[src/rtl/atomik_delta_arb.sv]
// -----------------------------------------------------------------------------
// atomik_delta_arb
//
// Front end for an external delta accumulator. Several requesters offer
// deltas, and a round-robin arbiter forwards one per cycle as a one-cycle
// accumulate strobe. A small IDLE/LOAD/READ state machine handles two other
// jobs. It can load a new initial state into the accumulator, and it can take
// a snapshot of the reconstructed state (initial XOR accumulated deltas).
// Loads take precedence over reads, and reads take precedence over deltas.
// -----------------------------------------------------------------------------
module atomik_delta_arb #(
    parameter int DELTA_WIDTH = 64,
    parameter int NUM_REQ     = 4
) (
    input  logic                           clk,
    input  logic                           rst,

    input  logic [NUM_REQ-1:0]             req_valid,
    input  logic [NUM_REQ*DELTA_WIDTH-1:0] req_delta,
    output logic [NUM_REQ-1:0]             req_ready,

    input  logic                           load_req,
    input  logic [DELTA_WIDTH-1:0]         load_state,
    output logic                           load_ack,

    input  logic                           read_req,
    output logic [DELTA_WIDTH-1:0]         read_data,
    output logic                           read_ack,

    output logic [DELTA_WIDTH-1:0]         acc_delta_in,
    output logic                           acc_delta_valid,
    output logic [DELTA_WIDTH-1:0]         acc_initial_in,
    output logic                           acc_load_initial,
    input  logic [DELTA_WIDTH-1:0]         acc_initial_out,
    input  logic [DELTA_WIDTH-1:0]         acc_accum_out,

    output logic [2:0]                     grant_id,
    output logic [31:0]                    delta_count,
    output logic                           busy
);

    localparam logic [1:0] IDLE = 2'd0;
    localparam logic [1:0] LOAD = 2'd1;
    localparam logic [1:0] READ = 2'd2;

    logic [1:0]             state;
    logic [2:0]             rr;
    logic                   delta_valid_q;
    logic                   load_q;
    logic                   read_ack_q;

    logic                   arb_open;
    logic                   grant_found;
    logic [2:0]             grant_idx;
    logic [2:0]             rr_next;
    logic [DELTA_WIDTH-1:0] sel_delta;
    logic                   transfer;

    // The arbiter is only offered to requesters in IDLE when no load or read is
    // being requested. It is also closed during reset so nothing is accepted then.
    assign arb_open = (state == IDLE) && !rst && !load_req && !read_req;

    // Round-robin search: start at rr and pick the first valid requester,
    // wrapping modulo NUM_REQ (NUM_REQ need not be a power of two).
    always_comb begin
        logic [3:0] cand;
        cand        = '0;
        grant_found = 1'b0;
        grant_idx   = '0;
        for (int k = 0; k < NUM_REQ; k++) begin
            cand = {1'b0, rr} + 4'(k);
            if (cand >= 4'(NUM_REQ)) begin
                cand = cand - 4'(NUM_REQ);
            end
            if (!grant_found && req_valid[cand[2:0]]) begin
                grant_found = 1'b1;
                grant_idx   = cand[2:0];
            end
        end
    end

    // The pointer advances to the slot just past the winner, wrapping at NUM_REQ.
    always_comb begin
        logic [3:0] rr_sum;
        rr_sum  = {1'b0, grant_idx} + 4'd1;
        rr_next = (rr_sum >= 4'(NUM_REQ)) ? 3'd0 : rr_sum[2:0];
    end

    // Select the winning requester's delta from the packed bus.
    always_comb begin
        sel_delta = '0;
        for (int k = 0; k < NUM_REQ; k++) begin
            if (grant_idx == 3'(k)) begin
                sel_delta = req_delta[k*DELTA_WIDTH +: DELTA_WIDTH];
            end
        end
    end

    // At most one ready bit is set, and only for the requester that won arbitration.
    always_comb begin
        req_ready = '0;
        if (arb_open && grant_found) begin
            req_ready[grant_idx] = 1'b1;
        end
    end

    assign transfer = |(req_valid & req_ready);

    // Strobes are masked during reset. A pulse already registered when reset
    // arrives therefore never reaches the accumulator.
    assign acc_delta_valid  = delta_valid_q & ~rst;
    assign acc_load_initial = load_q & ~rst;
    assign load_ack         = load_q & ~rst;
    assign read_ack         = read_ack_q & ~rst;
    assign busy             = (state != IDLE);

    // Delta path: register the granted delta, raise the one-cycle strobe,
    // update the pointer, the last grant id and the wrapping count.
    always_ff @(posedge clk) begin
        if (rst) begin
            rr            <= '0;
            grant_id      <= '0;
            delta_count   <= '0;
            acc_delta_in  <= '0;
            delta_valid_q <= 1'b0;
        end else begin
            delta_valid_q <= transfer;
            if (transfer) begin
                acc_delta_in <= sel_delta;
                rr           <= rr_next;
                grant_id     <= grant_idx;
                delta_count  <= delta_count + 32'd1;
            end
        end
    end

    // Control FSM: each LOAD and READ visit lasts one cycle and then returns to IDLE.
    // The initial state is captured when the load is accepted and is held afterwards.
    // The snapshot is taken in READ, one cycle after the request is taken.
    // By then any earlier accumulate strobe has already reached the accumulator.
    always_ff @(posedge clk) begin
        if (rst) begin
            state          <= IDLE;
            load_q         <= 1'b0;
            read_ack_q     <= 1'b0;
            read_data      <= '0;
            acc_initial_in <= '0;
        end else begin
            load_q     <= 1'b0;
            read_ack_q <= (state == READ);
            case (state)
                IDLE: begin
                    if (load_req) begin
                        state          <= LOAD;
                        load_q         <= 1'b1;
                        acc_initial_in <= load_state;
                    end else if (read_req) begin
                        state <= READ;
                    end
                end
                LOAD: begin
                    state <= IDLE;
                end
                READ: begin
                    read_data <= acc_initial_out ^ acc_accum_out;
                    state     <= IDLE;
                end
                default: begin
                    state <= IDLE;
                end
            endcase
        end
    end

endmodule
[config.mk]
export PLATFORM = sky130hd
export DESIGN_NAME = atomik_delta_arb
export DESIGN_NICKNAME = d
export VERILOG_FILES = /design/src/rtl/atomik_delta_arb.sv
export SDC_FILE = /design/constraint.sdc
export NUM_CORES = 1
export LEC_CHECK = 0
export CAP_MARGIN = 20
export CORE_AREA = 2 2 270 272
export CTS_BUF_LIST = sky130_fd_sc_hd__clkbuf_8
export DETAILED_ROUTE_END_ITERATION = 8
export DIE_AREA = 0 0 272 274
export MAX_ROUTING_LAYER = met4
export PLACE_DENSITY = 0.52
export RECOVER_POWER = 100
export REMOVE_ABC_BUFFERS = 1
export SLEW_MARGIN = 20
export SYNTH_ARGS = -nofsm -noshare
export SYNTH_HDL_FRONTEND = slang
export SYNTH_SLANG_ARGS = --single-unit
[constraint.sdc]
create_clock -name clk -period 5.35 [get_ports clk]
set_input_delay 0.8025 -clock clk [delete_from_list [all_inputs] [get_ports clk]]
set_output_delay 0.8025 -clock clk [all_outputs]
set_load 0.05 [all_outputs]
==> impl_results.md <==
* Grt total ovfl at 0
* Average instance area after synthesis at approximately 8.2 um^2
* Placed Cells at 2,901
* H-tree level count at 2
* Max-cap violation count at 4
* Status: finished with violations
* Largest net degree at the start of global routing at roughly 120
* Synth Flop Type: dfxtp_1
* Root Driver: clkbuf_8
* Fill cells at between 7,000 and 8,000
* Hold-fix buffers at CTS at 0
* P&R area growth vs syn at 79.1%
* Top Ports at around 690
* Met3 wire length at ~3600 um
* Clock sink total at around 240
* Most frequent cells in the layout: clkdlybuf4s50_1 (456), dfxtp_1 (234), dlygate4sd3_1 (231)
* M1 wire length at 21,700 um
* CTS max path bufs at 3
* Commonest non-fill, non-tap cell in the layout: clkdlybuf4s50_1
* Core area at between 70,000 and 80,000 um^2
* HP Class: flop to flop
* Leakage at 7.44 nW
* DRT Wirelength at 53,600 um
* Fin nets at between 2,000 and 2,500
* Routability congestion estimate at between 0.8 and 0.9
* Period utilization at 0.962
* Least-Margin Pin Slew at 4140 ps
* Fin crit period at ~5000 ps
* Clk_skew at 31.9 ps
* Port buffer count at 691
* # rows at 99
* Detailed Place HPWL at 41,300 um
* Met2 wire length at between 20,000 and 30,000 um
* Crit end category: output pin
* Vias in the first global route at roughly 13,000
* DR vias at around 13,000
* Worst-skew pair later-pin latency at 600 ps
* Critical Path AT at approximately 4300 ps
* Count of cell types in the netlist at 48
* Num CTS Buffers at 46
* Die area at about 75,000 um^2
* DR top layer: met4
* Setup Fix Bufs, Post-CTS at 0
* Mapped Cells at between 1,000 and 1,500
* Gr usage total at 0.140
* Fin worst setup slack at 203 ps
* Asr flop ratio synth at 0
* Final setup fails at 0
* First-pass DRT Iterations at 5
* Power density cells at about 270 nW/um^2
* Synth Cell Area at roughly 11,000 um^2
* Failing checks: capacitance limit, slew limit
* Clk slew on worst S/H paths at 60 ps
* Synth Warn # at 0
* Final Max Tran Viols at between 200 and 300
* Unrepaired setup endpoints after global routing: no
* Max Fclk at between 0.15 and 0.2 GHz
* Crit path max fanout at 10
* CTS tree: yes
* Crit path kind: flop to output pin
* Drt via density at 4.20
* DR WL/cell at about 18 um
* Worst vdd ir at approximately 140 uV
* Sequential area share after synthesis at 0.422
* Initial core utilization at 0.155
* Final Hold Violating Endpoints at 0
* Post-synthesis register bit count at 235
* Pre-CTS setup slack at between 300 and 400 ps
* Die W at 272 um
* 1st-iter DRT viols at around 600
* WHS at roughly 450 ps
* Antenna-violating nets left at 0
* Critical path launch point type: flop
* Die H at roughly 270 um
* Final Non-Filler Cells at ~3,000
* Post-synth EDFFs at 0
* DRC at 0
* Share of cells above drive strength 1 at 0.0529
* Global-route wire length before repair at between 70,000 and 80,000 um
* Worst relative slew slack at -1.76
* Initial antenna violation count at 8
* Req. time, crit path at 4550 ps
==> worst paths after layout <==
| kind | startpoint | to | slack (ps) | cells after the start |
|---|---|---|---|---|
| max | rr[1] | req_ready[0] | 200 | 10 |
| min reg2reg | acc_initial_in[35] | acc_initial_in[35] | 450 | 2 |
| min | acc_initial_in[35] | acc_initial_in[35] | 450 | 2 |
| max reg2reg | rr[1] | acc_delta_in[13] | 290 | 15 |
==> per-layer routing <==
metal | global-route usage | vias to the layer above
li1 | - | 6092
met2 | 0.242 | 504
met3 | 0.0344 | 84
met4 | 0.0361 | 0
met1 | 0.161 | 5842
met5 | - | -
==> cell usage after synthesis, types with 3 or more instances <==
library cell  count  area share
a211oi_1         65       0.044
a21oi_1          76       0.034
a22oi_1         130       0.088
and2_1            6      0.0034
and3_1            8      0.0045
buf_1            10      0.0034
buf_2             5      0.0022
buf_4             3      0.0020
buf_6             4      0.0040
clkbuf_1         99       0.033
dfxtp_1         235        0.42
ha_1              8      0.0090
inv_1            13      0.0044
mux2i_1           5      0.0045
mux4_2            4      0.0081
nand2_1         210       0.071
nand2b_1          4      0.0022
nand3_1          12      0.0054
nand3b_1         65       0.044
nand4_1           6      0.0034
nor2_1           95       0.032
nor2b_1           8      0.0045
nor3_1            9      0.0040
nor4_1           17      0.0095
nor4b_1           3      0.0024
o21ai_0         131       0.059
o41ai_1           4      0.0031
or3_1             3      0.0017
xnor2_1          89       0.070
==> sequential cells by signal, summed over array words and instances (netlist names) <==
name            count
acc_delta_in       64
acc_initial_in     64
delta_count        32
delta_valid_q       1
grant_id            3
load_q              1
read_ack_q          1
read_data          64
rr                  3
state               2
==> per-stage QoR <==
stage	utilization	area (um^2)	TNS, ps	total power (W)
3_3_place_gp	0.264	19000	0	0.00346
2_1_floorplan	-	10600	-171340	0.00269
5_1_grt	0.277	19900	0	0.00564
3_5_place_dp	0.264	19000	0	0.00347
6_report	0.277	19900	0	0.00534
4_1_cts	0.278	20000	0	0.00549
==> where the power goes <==
group / switching, W / total, W / leakage, nW / internal (W)
Sequential: 0.0000441 / 0.00188 / 1.91 / 0.00183
Combinational: 0.000846 / 0.00151 / 4.97 / 0.000663
Clock: 0.000828 / 0.00195 / 0.560 / 0.00113
Total: 0.00172 / 0.00534 / 7.44 / 0.00362
==> repair_timing <==
action                     in CTS  in global routing
gates resized for setup         0                  2
hold endpoints to repair        0                  0
setup endpoints to repair       0                  1
==> layout make-up <==
type / count / area [um^2] / area share
Multi-Input combinational cell: 981 / 5910 / 0.296
Inverter: 14 / 52.6 / 0.00263
Antenna cell: 1 / 2.50 / 0.000125
Clock buffer: 62 / 853 / 0.0428
Timing Repair Buffer: 712 / 7080 / 0.355
Sequential cell: 235 / 4710 / 0.236
Clock inverter: 20 / 144 / 0.00721
Tap cell: 959 / 1200 / 0.0602
==> worst max-delay path: stages (launching register included) <==
cell and delay [ps]:
dfxtp_1 590, inv_1 170, ha_1 520, mux4_2 560, nor2b_1 140, o21ai_0 150, a21oi_1 190, inv_1 200
ha_1 220, and3_1 170, clkdlybuf4s50_1 820
==> logic make-up (layout without fill, tap and decap cells) <==
kind of cell | count (synthesis) | count (layout) | synth area share
simple gates | 460 | 460 | 0.200
compound gates | 413 | 413 | 0.234
flops | 235 | 235 | 0.422
buf+inv | 135 | 808 | 0.0498
xor+xnor | 89 | 89 | 0.0700
mux | 11 | 11 | 0.0149
fa+ha+maj | 8 | 8 | 0.00899
other cells | 0 | 1 | 0
(Power assumes the default switching activity.)
==> patch (config.mk and constraints unchanged) <==
Register the output `delta_count` once more, without a reset; this adds one clock of latency there. The other outputs are not delayed to match.
--- a/src/rtl/atomik_delta_arb.sv
+++ b/src/rtl/atomik_delta_arb.sv
@@ -42,6 +42,8 @@
     localparam logic [1:0] IDLE = 2'd0;
     localparam logic [1:0] LOAD = 2'd1;
     localparam logic [1:0] READ = 2'd2;
+
+    logic [31:0] delta_count_s0;
 
     logic [1:0]             state;
     logic [2:0]             rr;
@@ -120,7 +122,7 @@
         if (rst) begin
             rr            <= '0;
             grant_id      <= '0;
-            delta_count   <= '0;
+            delta_count_s0 <= '0;
             acc_delta_in  <= '0;
             delta_valid_q <= 1'b0;
         end else begin
@@ -129,7 +131,7 @@
                 acc_delta_in <= sel_delta;
                 rr           <= rr_next;
                 grant_id     <= grant_idx;
-                delta_count  <= delta_count + 32'd1;
+                delta_count_s0 <= delta_count_s0 + 32'd1;
             end
         end
     end
@@ -172,4 +174,8 @@
         end
     end
 
+    always_ff @(posedge clk) begin
+        delta_count <= delta_count_s0;
+    end
+
 endmodule
Check against the original RTL: not equivalent (Yosys sat finds a counterexample within 4 cycles, from zero or initial values and one cycle with rst high).
==> patch against the unedited design <==
The flow still finishes with violations (max-capacitance violations, max-slew violations). Worst setup slack better by 0.13 ns. Largest cell class unchanged. Power grew 7.9%. Synthesized cell count grew 2.4%. Sequential power increased by 14%. Wire length is 7.5% higher. Sequential cell count is 32 higher. Synthesized area is 4.0% higher. Critical path depth rose by 1. Global-route usage increased by 0.78 points. Final area increased by 2.8%.
==> patch: results <==
metrics = {
    "cells_and_area": {
        "fillerInstances": 7619,
    },
    "worst_setup_path": {
        "crit-reg2reg-capture": "delta_count_s0[18]$_SDFFE_PP0P_",
        "r2r_start": "rr[0]$_SDFFE_PP0P_",
        "worst-endpoint-arrival_ns": 4.22,
        "critPathMaxFanout": 14,
        "r2r.worst_path.cells": 13,
    },
    "sta": {
        "fin_hold_ws_ns": 0.3782,
        "slew_headroom_pct": -113.8,
        "final_max_slew_viol_count": 330,
        "finalClockSkew_ns": 0.04634,
    },
    "yosys": {
        "yosysUniqueCellTypes": 50,
        "synth_sequential_area_ratio_pct": 46.13,
        "ys_top_cells_by_count": "267 x dfxtp_1, 214 x nand2_1, 155 x a21oi_1",
        "netlist_instances": 1384,
    },
    "worst_hold_path": {
        "min_from": "delta_count_s0[10]$_SDFFE_PP0P_",
        "min_to": "delta_count[10]$_DFF_P_",
    },
    "power": {
        "total_leakage_power_nw": 7.793,
        "ir_drop_mv": 0.1410,
    },
    "outcome": {
        "run_status": "finished, violations left",
        "violations": "max-capacitance violations, max-slew violations",
    },
    "global_route": {
        "grt_pass1_wl_um": 80500,
    },
    "placed_design": {
        "placed_area_mm2": 0.01947,
        "gp_congestion": 0.9956,
    },
    "flow_run": {
        "max-cap-violations": 6,
    },
    "cts": {
        "later_pin_clock_latency_in_the_skew_report_ns": 0.65,
    },
}
patch: cell types whose count changed in the layout (fill, tap and decap cells not counted), sizes merged, moves of 32 or more:
cell | before | now
nor2 | 95 | 146
a21oi | 76 | 155
o21ai | 131 | 76
a221oi | 1 | 64
nand3b | 65 | 3
a22oi | 130 | 65
dfxtp | 235 | 267
patch: layer usage:
layer,vias up,GRT usage [%],share of wire [%],wire length [µm]
met1,6159,18.20,43,24780
li1,6259,-,-,-
met5,-,-,0,0
met2,413,23.33,48,27520
met4,0,4.685,2.6,1493
met3,104,3.967,6.6,3812
patch: worst max path at each step:
stage	startpoint	endpoint	slack [ns]	cells after the start
2_1_floorplan	rr[0]$_SDFFE_PP0P_	delta_count_s0[4]$_SDFFE_PP0P_	-1.10	11
3_3_place_gp	req_valid[2]	delta_count_s0[18]$_SDFFE_PP0P_	0.32	13
3_5_place_dp	req_valid[2]	delta_count_s0[18]$_SDFFE_PP0P_	0.23	13
4_1_cts	rr[0]$_SDFFE_PP0P_	req_ready[3]	0.41	11
5_1_grt	rr[0]$_SDFFE_PP0P_	req_ready[3]	0.09	11
6_report	rr[0]$_SDFFE_PP0P_	req_ready[3]	0.33	11
patch: cells by family after synthesis:
kind of cell	Yosys count	synth area share, %
mux	10	1.188
buf+inv	133	4.665
flops	267	46.13
xor+xnor	70	5.292
fa+ha+maj	8	0.8640
compound gates	461	26.08
simple gates	435	15.78
patch: through the flow:
stage | setup slack (ns) | power (mW)
finish | 0.3309 | 5.766
global route | 0.08555 | 6.062
CTS | 0.4115 | 5.916
detailed placement | 0.2281 | 3.692
global placement | 0.3181 | 3.685
floorplan | -1.102 | 2.918
patch: area by class of cell:
class | count | area, µm² | area share, %
diodes | 7 | 17.52 | 0.08538
clock buffers | 65 | 894.6 | 4.361
clock inverters | 27 | 186.4 | 0.9087
inverters | 13 | 48.80 | 0.2378
multi-input cells | 984 | 5736 | 27.96
flip-flops and latches | 267 | 5345 | 26.05
well taps | 959 | 1200 | 5.849
repair buffers | 711 | 7088 | 34.55
patch: power groups by stage:
stage	clock, mW	combinational, mW	sequential [mW]
floorplan	0	0.419	2.50
global placement	0	1.50	2.18
detailed placement	0	1.50	2.19
CTS	2.26	1.51	2.15
global route	2.35	1.56	2.15
finish	2.15	1.47	2.14
patch: critical path, cell delays in order (launching register included):
cell	delay [ns]
dfxtp_1	0.68
inv_1	0.18
ha_1	0.49
mux4_2	0.42
nor2b_1	0.14
o21ai_0	0.08
o21a_1	0.23
inv_1	0.12
ha_1	0.16
ha_2	0.19
nor3b_1	0.36
dlymetal6s2s_1	0.52
